==> config.mk <==
export PLATFORM = sky130hd
export DESIGN_NAME = bnn_layer_sequencer_flat
export DESIGN_NICKNAME = d
export VERILOG_FILES = /design/src/rtl/bnn_layer_sequencer_if.sv /design/src/rtl/bnn_layer_sequencer.sv /design/src/flat_wrapper.sv
export SDC_FILE = /design/constraint.sdc
export NUM_CORES = 1
export LEC_CHECK = 0
export CAP_MARGIN = 25
export CORE_MARGIN = 1
export CORE_UTILIZATION = 38
export DETAILED_ROUTE_END_ITERATION = 7
export PLACE_DENSITY_LB_ADDON = 0.25
export SLEW_MARGIN = 20
export SYNTH_ARGS = -nofsm -noshare
export SYNTH_HDL_FRONTEND = slang
export SYNTH_SLANG_ARGS = --single-unit
==> constraint.sdc <==
create_clock -name iCLK -period 4 [get_ports iCLK]
set_input_delay 0.8 -clock iCLK [delete_from_list [all_inputs] [get_ports iCLK]]
set_output_delay 0.8 -clock iCLK [all_outputs]
set_load 0.005 [all_outputs]
==> src/rtl/bnn_layer_sequencer_if.sv <==
// Handshake, configuration and comparator-control bundle of the BNN layer sequencer.
// The sequencer binds to the slave modport; its environment drives through master.
`timescale 1ns/1ps
interface bnn_layer_sequencer_if #(
  parameter int IL = 10
);
  logic          iSTART;
  logic          iCLR;
  logic          iCFG_WE;
  logic [1:0]    iCFG_ADDR;
  logic [IL-1:0] iCFG_DATA;
  logic          iMAC_VALID;
  logic          oMAC_READY;
  logic          iCMP_OEN;
  logic [2:0]    oSTATE;
  logic [1:0]    oPAD;
  logic [IL-1:0] oTH;
  logic          oCMP_EN;
  logic          oBUSY;
  logic          oDONE;
  logic          oERR;

  modport master (
    output iSTART, iCLR, iCFG_WE, iCFG_ADDR, iCFG_DATA, iMAC_VALID, iCMP_OEN,
    input  oMAC_READY, oSTATE, oPAD, oTH, oCMP_EN, oBUSY, oDONE, oERR
  );

  modport slave (
    input  iSTART, iCLR, iCFG_WE, iCFG_ADDR, iCFG_DATA, iMAC_VALID, iCMP_OEN,
    output oMAC_READY, oSTATE, oPAD, oTH, oCMP_EN, oBUSY, oDONE, oERR
  );
endinterface

==> src/rtl/bnn_layer_sequencer.sv <==
// Walks the threshold comparator through L1 (padded), L2, L3 and optionally FC.
// Define SEQ_FC_EN to sequence the fully connected layer; otherwise L3 ends the frame.
`timescale 1ns/1ps
module bnn_layer_sequencer #(
  parameter int IL = 10,
  parameter int W1 = 16,
  parameter int N1 = 256,
  parameter int N2 = 128,
  parameter int N3 = 64,
  parameter int N4 = 10,
  parameter int CW = 16
) (
  input logic iCLK,
  input logic iRSTn,
  bnn_layer_sequencer_if.slave bus
);
  localparam int CLW = $clog2(W1);
  localparam logic [CLW-1:0] COL_LAST = CLW'(W1 - 1);

  typedef enum logic [2:0] {
    IDLE = 3'b000, L1 = 3'b010, L2 = 3'b011, L3 = 3'b100, FC = 3'b101, FIN = 3'b110
  } state_t;

  state_t                state_r, nextState_s;
  logic [CW-1:0]         issued_r, returned_r, issuedNext_s, returnedNext_s, nLayer_s;
  logic [CLW-1:0]        col_r, colNext_s;
  logic                  err_r, errNext_s;
  logic signed [IL-1:0]  table_r [4];
  logic signed [IL-1:0]  th_r, thNext_s;
  logic                  ready_s, cmpEn_s, spurious_s, retOk_s, fcAddr_s, wrEn_s, wrErr_s;
  logic [1:0]            pad_s, nextIdx_s;

  function automatic logic isLayer(input state_t s);
    case (s)
      L1, L2, L3, FC: isLayer = 1'b1;
      default:        isLayer = 1'b0;
    endcase
  endfunction

  function automatic logic [1:0] layerIdx(input state_t s);
    case (s)
      L2:      layerIdx = 2'd1;
      L3:      layerIdx = 2'd2;
      FC:      layerIdx = 2'd3;
      default: layerIdx = 2'd0;
    endcase
  endfunction

  function automatic logic [CW-1:0] layerSize(input state_t s);
    case (s)
      L1:      layerSize = CW'(N1);
      L2:      layerSize = CW'(N2);
      L3:      layerSize = CW'(N3);
      FC:      layerSize = CW'(N4);
      default: layerSize = {CW{1'b0}};
    endcase
  endfunction

  // Handshake, return bookkeeping and configuration-write qualification.
  always_comb begin
    nLayer_s    = layerSize(state_r);
    ready_s     = isLayer(state_r) && (issued_r < nLayer_s);
    cmpEn_s     = bus.iMAC_VALID && ready_s;
    spurious_s  = bus.iCMP_OEN && (returned_r == issued_r);
    retOk_s     = bus.iCMP_OEN && !spurious_s;
`ifdef SEQ_FC_EN
    fcAddr_s    = 1'b0;
`else
    fcAddr_s    = (bus.iCFG_ADDR == 2'd3);
`endif
    wrEn_s      = bus.iCFG_WE && !fcAddr_s && !bus.iCLR && (state_r == IDLE);
    wrErr_s     = bus.iCFG_WE && !fcAddr_s && (state_r != IDLE);
  end

  // Next-state, counter, column and error update.
  always_comb begin
    nextState_s    = state_r;
    issuedNext_s   = issued_r + CW'(cmpEn_s);
    returnedNext_s = returned_r + CW'(retOk_s);
    colNext_s      = col_r;
    errNext_s      = err_r | spurious_s | wrErr_s;
    if ((state_r == L1) && cmpEn_s) begin
      colNext_s = (col_r == COL_LAST) ? {CLW{1'b0}} : col_r + CLW'(1);
    end else begin
      colNext_s = col_r;
    end
    case (state_r)
      IDLE: begin
        issuedNext_s   = {CW{1'b0}};
        returnedNext_s = {CW{1'b0}};
        colNext_s      = {CLW{1'b0}};
        if (bus.iSTART) begin
          nextState_s = L1;
          errNext_s   = spurious_s | wrErr_s;
        end else begin
          nextState_s = IDLE;
        end
      end
      L1, L2, L3, FC: begin
        if (returned_r == nLayer_s) begin
          issuedNext_s   = {CW{1'b0}};
          returnedNext_s = {CW{1'b0}};
          colNext_s      = {CLW{1'b0}};
          case (state_r)
            L1:      nextState_s = L2;
            L2:      nextState_s = L3;
`ifdef SEQ_FC_EN
            L3:      nextState_s = FC;
`else
            L3:      nextState_s = FIN;
`endif
            default: nextState_s = FIN;
          endcase
        end else begin
          nextState_s = state_r;
        end
      end
      FIN:     nextState_s = IDLE;
      default: nextState_s = IDLE;
    endcase
    if (bus.iCLR) begin
      nextState_s    = IDLE;
      issuedNext_s   = {CW{1'b0}};
      returnedNext_s = {CW{1'b0}};
      colNext_s      = {CLW{1'b0}};
      errNext_s      = 1'b0;
    end else begin
      errNext_s = errNext_s;
    end
    // A write in the start cycle must already show on the threshold at L1 entry.
    nextIdx_s = layerIdx(nextState_s);
    if (!isLayer(nextState_s)) begin
      thNext_s = {IL{1'b0}};
    end else if (wrEn_s && (bus.iCFG_ADDR == nextIdx_s)) begin
      thNext_s = bus.iCFG_DATA;
    end else begin
      thNext_s = table_r[nextIdx_s];
    end
  end

  // FSM state, counters, column, threshold output and sticky error.
  always_ff @(posedge iCLK or negedge iRSTn) begin
    if (!iRSTn) begin
      state_r    <= IDLE;
      issued_r   <= {CW{1'b0}};
      returned_r <= {CW{1'b0}};
      col_r      <= {CLW{1'b0}};
      th_r       <= {IL{1'b0}};
      err_r      <= 1'b0;
    end else begin
      state_r    <= nextState_s;
      issued_r   <= issuedNext_s;
      returned_r <= returnedNext_s;
      col_r      <= colNext_s;
      th_r       <= thNext_s;
      err_r      <= errNext_s;
    end
  end

  // Threshold table; survives the soft clear.
  always_ff @(posedge iCLK or negedge iRSTn) begin
    if (!iRSTn) begin
      for (int i = 0; i < 4; i++) table_r[i] <= {IL{1'b0}};
    end else if (wrEn_s) begin
      table_r[bus.iCFG_ADDR] <= bus.iCFG_DATA;
    end
  end

  // Edge padding is only meaningful while layer 1 streams.
  always_comb begin
    pad_s = 2'd0;
    if (state_r == L1) begin
      if (col_r == {CLW{1'b0}})  pad_s = 2'd1;
      else if (col_r == COL_LAST) pad_s = 2'd2;
      else                        pad_s = 2'd0;
    end else begin
      pad_s = 2'd0;
    end
  end

  assign bus.oSTATE     = state_r;
  assign bus.oPAD       = pad_s;
  assign bus.oTH        = th_r;
  assign bus.oMAC_READY = ready_s;
  assign bus.oCMP_EN    = cmpEn_s;
  assign bus.oBUSY      = (state_r != IDLE);
  assign bus.oDONE      = (state_r == FIN);
  assign bus.oERR       = err_r;
endmodule

==> src/flat_wrapper.sv <==
// flat-port wrapper written by rule: the top's interface ports become plain ports
module bnn_layer_sequencer_flat 
#(
  parameter int IL = 10,
  parameter int W1 = 16,
  parameter int N1 = 256,
  parameter int N2 = 128,
  parameter int N3 = 64,
  parameter int N4 = 10,
  parameter int CW = 16
)
  (iCLK, iRSTn, bus_iSTART, bus_iCLR, bus_iCFG_WE, bus_iCFG_ADDR, bus_iCFG_DATA, bus_iMAC_VALID, bus_iCMP_OEN, bus_oMAC_READY, bus_oSTATE, bus_oPAD, bus_oTH, bus_oCMP_EN, bus_oBUSY, bus_oDONE, bus_oERR);
  bnn_layer_sequencer_if #(.IL(IL)) bus_i ();
  input logic iCLK;
  input logic iRSTn;
  input wire logic [$bits(bus_i.iSTART)-1:0] bus_iSTART;
  input wire logic [$bits(bus_i.iCLR)-1:0] bus_iCLR;
  input wire logic [$bits(bus_i.iCFG_WE)-1:0] bus_iCFG_WE;
  input wire logic [$bits(bus_i.iCFG_ADDR)-1:0] bus_iCFG_ADDR;
  input wire logic [$bits(bus_i.iCFG_DATA)-1:0] bus_iCFG_DATA;
  input wire logic [$bits(bus_i.iMAC_VALID)-1:0] bus_iMAC_VALID;
  input wire logic [$bits(bus_i.iCMP_OEN)-1:0] bus_iCMP_OEN;
  output wire logic [$bits(bus_i.oMAC_READY)-1:0] bus_oMAC_READY;
  output wire logic [$bits(bus_i.oSTATE)-1:0] bus_oSTATE;
  output wire logic [$bits(bus_i.oPAD)-1:0] bus_oPAD;
  output wire logic [$bits(bus_i.oTH)-1:0] bus_oTH;
  output wire logic [$bits(bus_i.oCMP_EN)-1:0] bus_oCMP_EN;
  output wire logic [$bits(bus_i.oBUSY)-1:0] bus_oBUSY;
  output wire logic [$bits(bus_i.oDONE)-1:0] bus_oDONE;
  output wire logic [$bits(bus_i.oERR)-1:0] bus_oERR;
  assign bus_i.iSTART = bus_iSTART;
  assign bus_i.iCLR = bus_iCLR;
  assign bus_i.iCFG_WE = bus_iCFG_WE;
  assign bus_i.iCFG_ADDR = bus_iCFG_ADDR;
  assign bus_i.iCFG_DATA = bus_iCFG_DATA;
  assign bus_i.iMAC_VALID = bus_iMAC_VALID;
  assign bus_i.iCMP_OEN = bus_iCMP_OEN;
  assign bus_oMAC_READY = bus_i.oMAC_READY;
  assign bus_oSTATE = bus_i.oSTATE;
  assign bus_oPAD = bus_i.oPAD;
  assign bus_oTH = bus_i.oTH;
  assign bus_oCMP_EN = bus_i.oCMP_EN;
  assign bus_oBUSY = bus_i.oBUSY;
  assign bus_oDONE = bus_i.oDONE;
  assign bus_oERR = bus_i.oERR;
  bnn_layer_sequencer #(.IL(IL), .W1(W1), .N1(N1), .N2(N2), .N3(N3), .N4(N4), .CW(CW)) u_core (.iCLK(iCLK), .iRSTn(iRSTn), .bus(bus_i));
endmodule
==> impl_metrics.prom <==
# TYPE chip_impl_metric gauge
chip_impl_info{name="status",value="complete, no violations"} 1
chip_impl_metric{name="ys.warnings.count",unit=""} 0
chip_impl_metric{name="design.final.nets",unit=""} 512
chip_impl_info{name="worst_setup_path_start_kind",value="flop"} 1
chip_impl_metric{name="fillCellCount",unit=""} 1166
chip_impl_metric{name="ant_nets",unit=""} 0
chip_impl_metric{name="ys_seq_area_share",unit="%"} 47.2
chip_impl_info{name="crit_path_cell_trace",value="nor3b_1 > inv_1 > ha_1 > a21boi_0 > o21ai_0 > nor2b_1 > o31a_1 > and2_1 > clkdlybuf4s50_1"} 1
chip_impl_metric{name="clk_pin_slew_worst_paths",unit="ps"} 60
chip_impl_metric{name="drt_pass1_iterations",unit=""} 5
chip_impl_metric{name="postSynthAreaPerCell",unit="µm²"} 10.3
chip_impl_info{name="worst-setup-path-type",value="flop to primary output"} 1
chip_impl_metric{name="grt_pass1_wl",unit="µm"} 17600
chip_impl_info{name="cp_slowest_cell",value="sky130_fd_sc_hd__dfrtp_1"} 1
chip_impl_metric{name="post-route-cell-area",unit="µm²"} 5580
chip_impl_metric{name="cp_data_arrival_time",unit="ps"} 2910
chip_impl_metric{name="worst_pin_slew",unit="ps"} 1030
chip_impl_metric{name="routed-via-count",unit=""} 3554
chip_impl_metric{name="pin_count",unit=""} 39
chip_impl_metric{name="vias_per_std_cell",unit=""} 5.42
chip_impl_metric{name="synth_area",unit="µm²"} 4770
chip_impl_info{name="worst_hold_path_type",value="flop to flop"} 1
chip_impl_metric{name="setup_tns",unit="ps"} 0
chip_impl_info{name="rsz0062_at_grt",value="false"} 1
chip_impl_metric{name="synth.distinct_cells",unit=""} 53
chip_impl_metric{name="synth-edff-count",unit=""} 0
chip_impl_metric{name="chipHeight",unit="µm"} 114
chip_impl_metric{name="cts_setup_buffers",unit=""} 0
chip_impl_metric{name="die_w",unit="µm"} 114
chip_impl_metric{name="worst_ir_drop_vdd",unit="µV"} 189
chip_impl_metric{name="synthArstFlopShare",unit="%"} 100
chip_impl_metric{name="cts_htree_levels",unit=""} 3
chip_impl_metric{name="period_needed",unit="ps"} 3710
chip_impl_metric{name="grt_max_degree",unit=""} 37
chip_impl_metric{name="fraction_of_final_layout_cells_with_drive_strength_greater_than_1",unit="%"} 14.5
chip_impl_metric{name="crit_required",unit="ps"} 3200
chip_impl_metric{name="wire_per_inst",unit="µm"} 16.4
chip_impl_info{name="critical_path.endpoint_type",value="primary output"} 1
chip_impl_metric{name="cap_viol_max_count",unit=""} 0
chip_impl_metric{name="detailed_place_hpwl",unit="µm"} 7290
chip_impl_metric{name="timing_max_transition_violations_final",unit=""} 0
chip_impl_info{name="clock_tree.root_cell",value="sky130_fd_sc_hd__clkbuf_16"} 1
chip_impl_metric{name="timing.critical_path.fanout_max",unit=""} 12
chip_impl_metric{name="numPortBuffers",unit=""} 38
chip_impl_metric{name="multi_input_gate_area_in_the_final_layout",unit="µm²"} 2290
chip_impl_metric{name="delay_contributed_by_the_slowest_stage_of_the_critical_path",unit="ps"} 540
chip_impl_info{name="synth_area_leaders",value="sky130_fd_sc_hd__dfrtp_1 47%, sky130_fd_sc_hd__mux2_2 6.8%, sky130_fd_sc_hd__xor2_1 6.8%, sky130_fd_sc_hd__nor2_1 4.6%, sky130_fd_sc_hd__o41ai_2 3.1%"} 1
chip_impl_metric{name="clock_tree.buffer_depth",unit=""} 2
chip_impl_metric{name="holdWs",unit="ps"} 378
chip_impl_info{name="synthFlopType",value="sky130_fd_sc_hd__dfrtp_1"} 1
chip_impl_metric{name="detail_route.iter0.violations",unit=""} 285
chip_impl_metric{name="cts_num_sinks",unit=""} 90
chip_impl_metric{name="leakagePower",unit="nW"} 2.53
chip_impl_metric{name="detail_route.drc_violations",unit=""} 0
chip_impl_metric{name="clock.fmax",unit="MHz"} 269
chip_impl_metric{name="final-seq-area",unit="µm²"} 2250
chip_impl_info{name="layout.cells.most_common_list",value="89 x sky130_fd_sc_hd__dfrtp_1, 58 x sky130_fd_sc_hd__nor2_1, 37 x sky130_fd_sc_hd__xor2_1, 37 x sky130_fd_sc_hd__clkdlybuf4s50_1, 29 x sky130_fd_sc_hd__mux2_2"} 1
chip_impl_metric{name="core_area",unit="µm²"} 12100
chip_impl_metric{name="synthesis.instances",unit=""} 462
chip_impl_metric{name="postLayoutCoreUtil",unit="%"} 46.1
chip_impl_metric{name="max-slew-margin-rel",unit="%"} 31.6
chip_impl_metric{name="cts_buffers",unit=""} 9
chip_impl_metric{name="antenna_cells_inserted",unit=""} 0
chip_impl_metric{name="placement.cell_area",unit="µm²"} 5250
chip_impl_metric{name="grt-ovfl-total",unit=""} 0
chip_impl_metric{name="die_area",unit="µm²"} 13000
chip_impl_info{name="cts_tree",value="yes"} 1
chip_impl_metric{name="post-route-period-util",unit="%"} 92.9
chip_impl_metric{name="synthToLayoutAreaGrowth",unit="%"} 17.1
chip_impl_metric{name="insertion_delay",unit="ps"} 340
chip_impl_metric{name="initial_utilization",unit="%"} 39.4
chip_impl_metric{name="wl",unit="µm"} 10800
chip_impl_metric{name="grt_antenna_before_repair",unit=""} 0
chip_impl_metric{name="synth_top_area_share",unit="%"} 47.2
chip_impl_metric{name="grt_usage",unit="%"} 17.4
chip_impl_metric{name="globalplace.congestion",unit=""} 0.825
chip_impl_metric{name="synth-seq-cells",unit=""} 90
chip_impl_info{name="layout_commonest_cell",value="sky130_fd_sc_hd__dfrtp_1"} 1
chip_impl_metric{name="report.final.setup_viol",unit=""} 0
chip_impl_info{name="yosys.area.top_type",value="sky130_fd_sc_hd__dfrtp_1"} 1
chip_impl_metric{name="final.setup_skew",unit="ps"} 6.83
chip_impl_metric{name="first_global_vias",unit=""} 3427
chip_impl_metric{name="final-hold-violation-count",unit=""} 0
chip_impl_metric{name="synth_nets",unit=""} 491
chip_impl_metric{name="power_per_standard_cell_area",unit="nW/µm²"} 423
chip_impl_metric{name="core.rowCount",unit=""} 40
-- registers in the layout, indices dropped and copies added (netlist names) --
signal and cells:
u_core.bus.oTH 10, u_core.returned_r 16, u_core.col_r 4, u_core.bus.oSTATE 3, u_core.table_r 40, u_core.issued_r 16, u_core.bus.oERR 1
-- worst max-delay path: cells and delay by family, from the launching register on --
family / cells / cell delay, ps
AOI/OAI and AO/OA: 3 / 470
and+or+nand+nor: 3 / 700
adders and majority gates: 1 / 270
buffers and inverters: 2 / 600
DFF: 1 / 540
-- cells in the mapped netlist, types with 2 or more instances --
cell,instances
sky130_fd_sc_hd__nor3b_1,2
sky130_fd_sc_hd__mux2_1,2
sky130_fd_sc_hd__xor2_1,37
sky130_fd_sc_hd__nand3_1,18
sky130_fd_sc_hd__a211oi_1,11
sky130_fd_sc_hd__mux2i_1,2
sky130_fd_sc_hd__inv_1,18
sky130_fd_sc_hd__a31oi_1,2
sky130_fd_sc_hd__buf_6,3
sky130_fd_sc_hd__a21oi_1,13
sky130_fd_sc_hd__nor2_1,58
sky130_fd_sc_hd__buf_4,3
sky130_fd_sc_hd__nand2_1,27
sky130_fd_sc_hd__o21ai_0,3
sky130_fd_sc_hd__nor2b_1,3
sky130_fd_sc_hd__a21o_1,2
sky130_fd_sc_hd__and3b_1,2
sky130_fd_sc_hd__mux2_2,29
sky130_fd_sc_hd__o41ai_2,9
sky130_fd_sc_hd__nand4_1,17
sky130_fd_sc_hd__nand2b_1,2
sky130_fd_sc_hd__and3_1,5
sky130_fd_sc_hd__or3_1,2
sky130_fd_sc_hd__ha_1,10
sky130_fd_sc_hd__dfrtp_1,90
sky130_fd_sc_hd__xnor2_1,8
sky130_fd_sc_hd__or4_1,2
sky130_fd_sc_hd__and2_1,6
sky130_fd_sc_hd__nor3_1,7
sky130_fd_sc_hd__clkbuf_1,29
sky130_fd_sc_hd__nor4_1,9
sky130_fd_sc_hd__a221oi_1,9
sky130_fd_sc_hd__o31ai_1,2
-- worst paths after layout --
| kind | startpoint | end | slack, ps | cells past startpoint |
|---|---|---|---|---|
| max in group asynchronous | iRSTn | u_core.table_r[31]$_DFFE_PN0P_ | 2810 | 2 |
| worst max register to register | u_core.bus.oSTATE[0]$_DFF_PN0_ | u_core.issued_r[14]$_DFF_PN0_ | 720 | 15 |
| worst min-delay path | u_core.table_r[1]$_DFFE_PN0P_ | u_core.table_r[1]$_DFFE_PN0P_ | 380 | 0 |
| worst max-delay path | u_core.bus.oSTATE[0]$_DFF_PN0_ | bus_oCMP_EN | 290 | 9 |
| worst min register to register | u_core.table_r[1]$_DFFE_PN0P_ | u_core.table_r[1]$_DFFE_PN0P_ | 380 | 0 |
| min in group asynchronous | iRSTn | u_core.issued_r[2]$_DFF_PN0_ | 400 | 1 |
-- per-stage QoR --
stage / power (W) / cells / setup WS (ps)
after floorplan: 0.00132 / 462 / 1020
after global placement: 0.00145 / 640 / 632
after detailed placement: 0.00146 / 640 / 584
after CTS: 0.00239 / 656 / 205
after global routing: 0.00247 / 656 / 34.1
final: 0.00236 / 656 / 286
-- cell type report --
class                   count  area share, %
well taps                 168           3.76
multi-input cells         318           40.9
clock buffers              10           4.28
inverters                  18           1.21
clock inverters             6           1.61
flip-flops and latches     90           40.4
repair buffers             46           7.84
-- routing by layer --
metal	GRT usage [%]	share of wire [%]
met5	0	0
met4	6.67	1.8
met3	2.87	5.3
met2	27.4	46
met1	24.0	46
-- cell families (layout without fill, tap and decap cells) --
kind of cell / Yosys count / in the layout / share of synthesized area, %
buf+inv: 54 / 80 / 4.98
flops: 90 / 90 / 47.2
mux: 33 / 33 / 7.74
compound gates: 61 / 61 / 10.8
simple gates: 169 / 169 / 18.4
xor+xnor: 45 / 45 / 8.26
fa+ha+maj: 10 / 10 / 2.62
-- report_power, final --
group,switching [W],leakage (nW),total (W),internal (W)
Sequential,0.0000590,1.19,0.00108,0.00102
Combinational,0.000173,1.18,0.000364,0.000191
Clock,0.000353,0.159,0.000918,0.000565
-- what timing repair did --
action                     CTS  global route
setup endpoints to repair    0             1
resized for setup            0             1
hold buffers                 0             0
(Power assumes the default switching activity.)
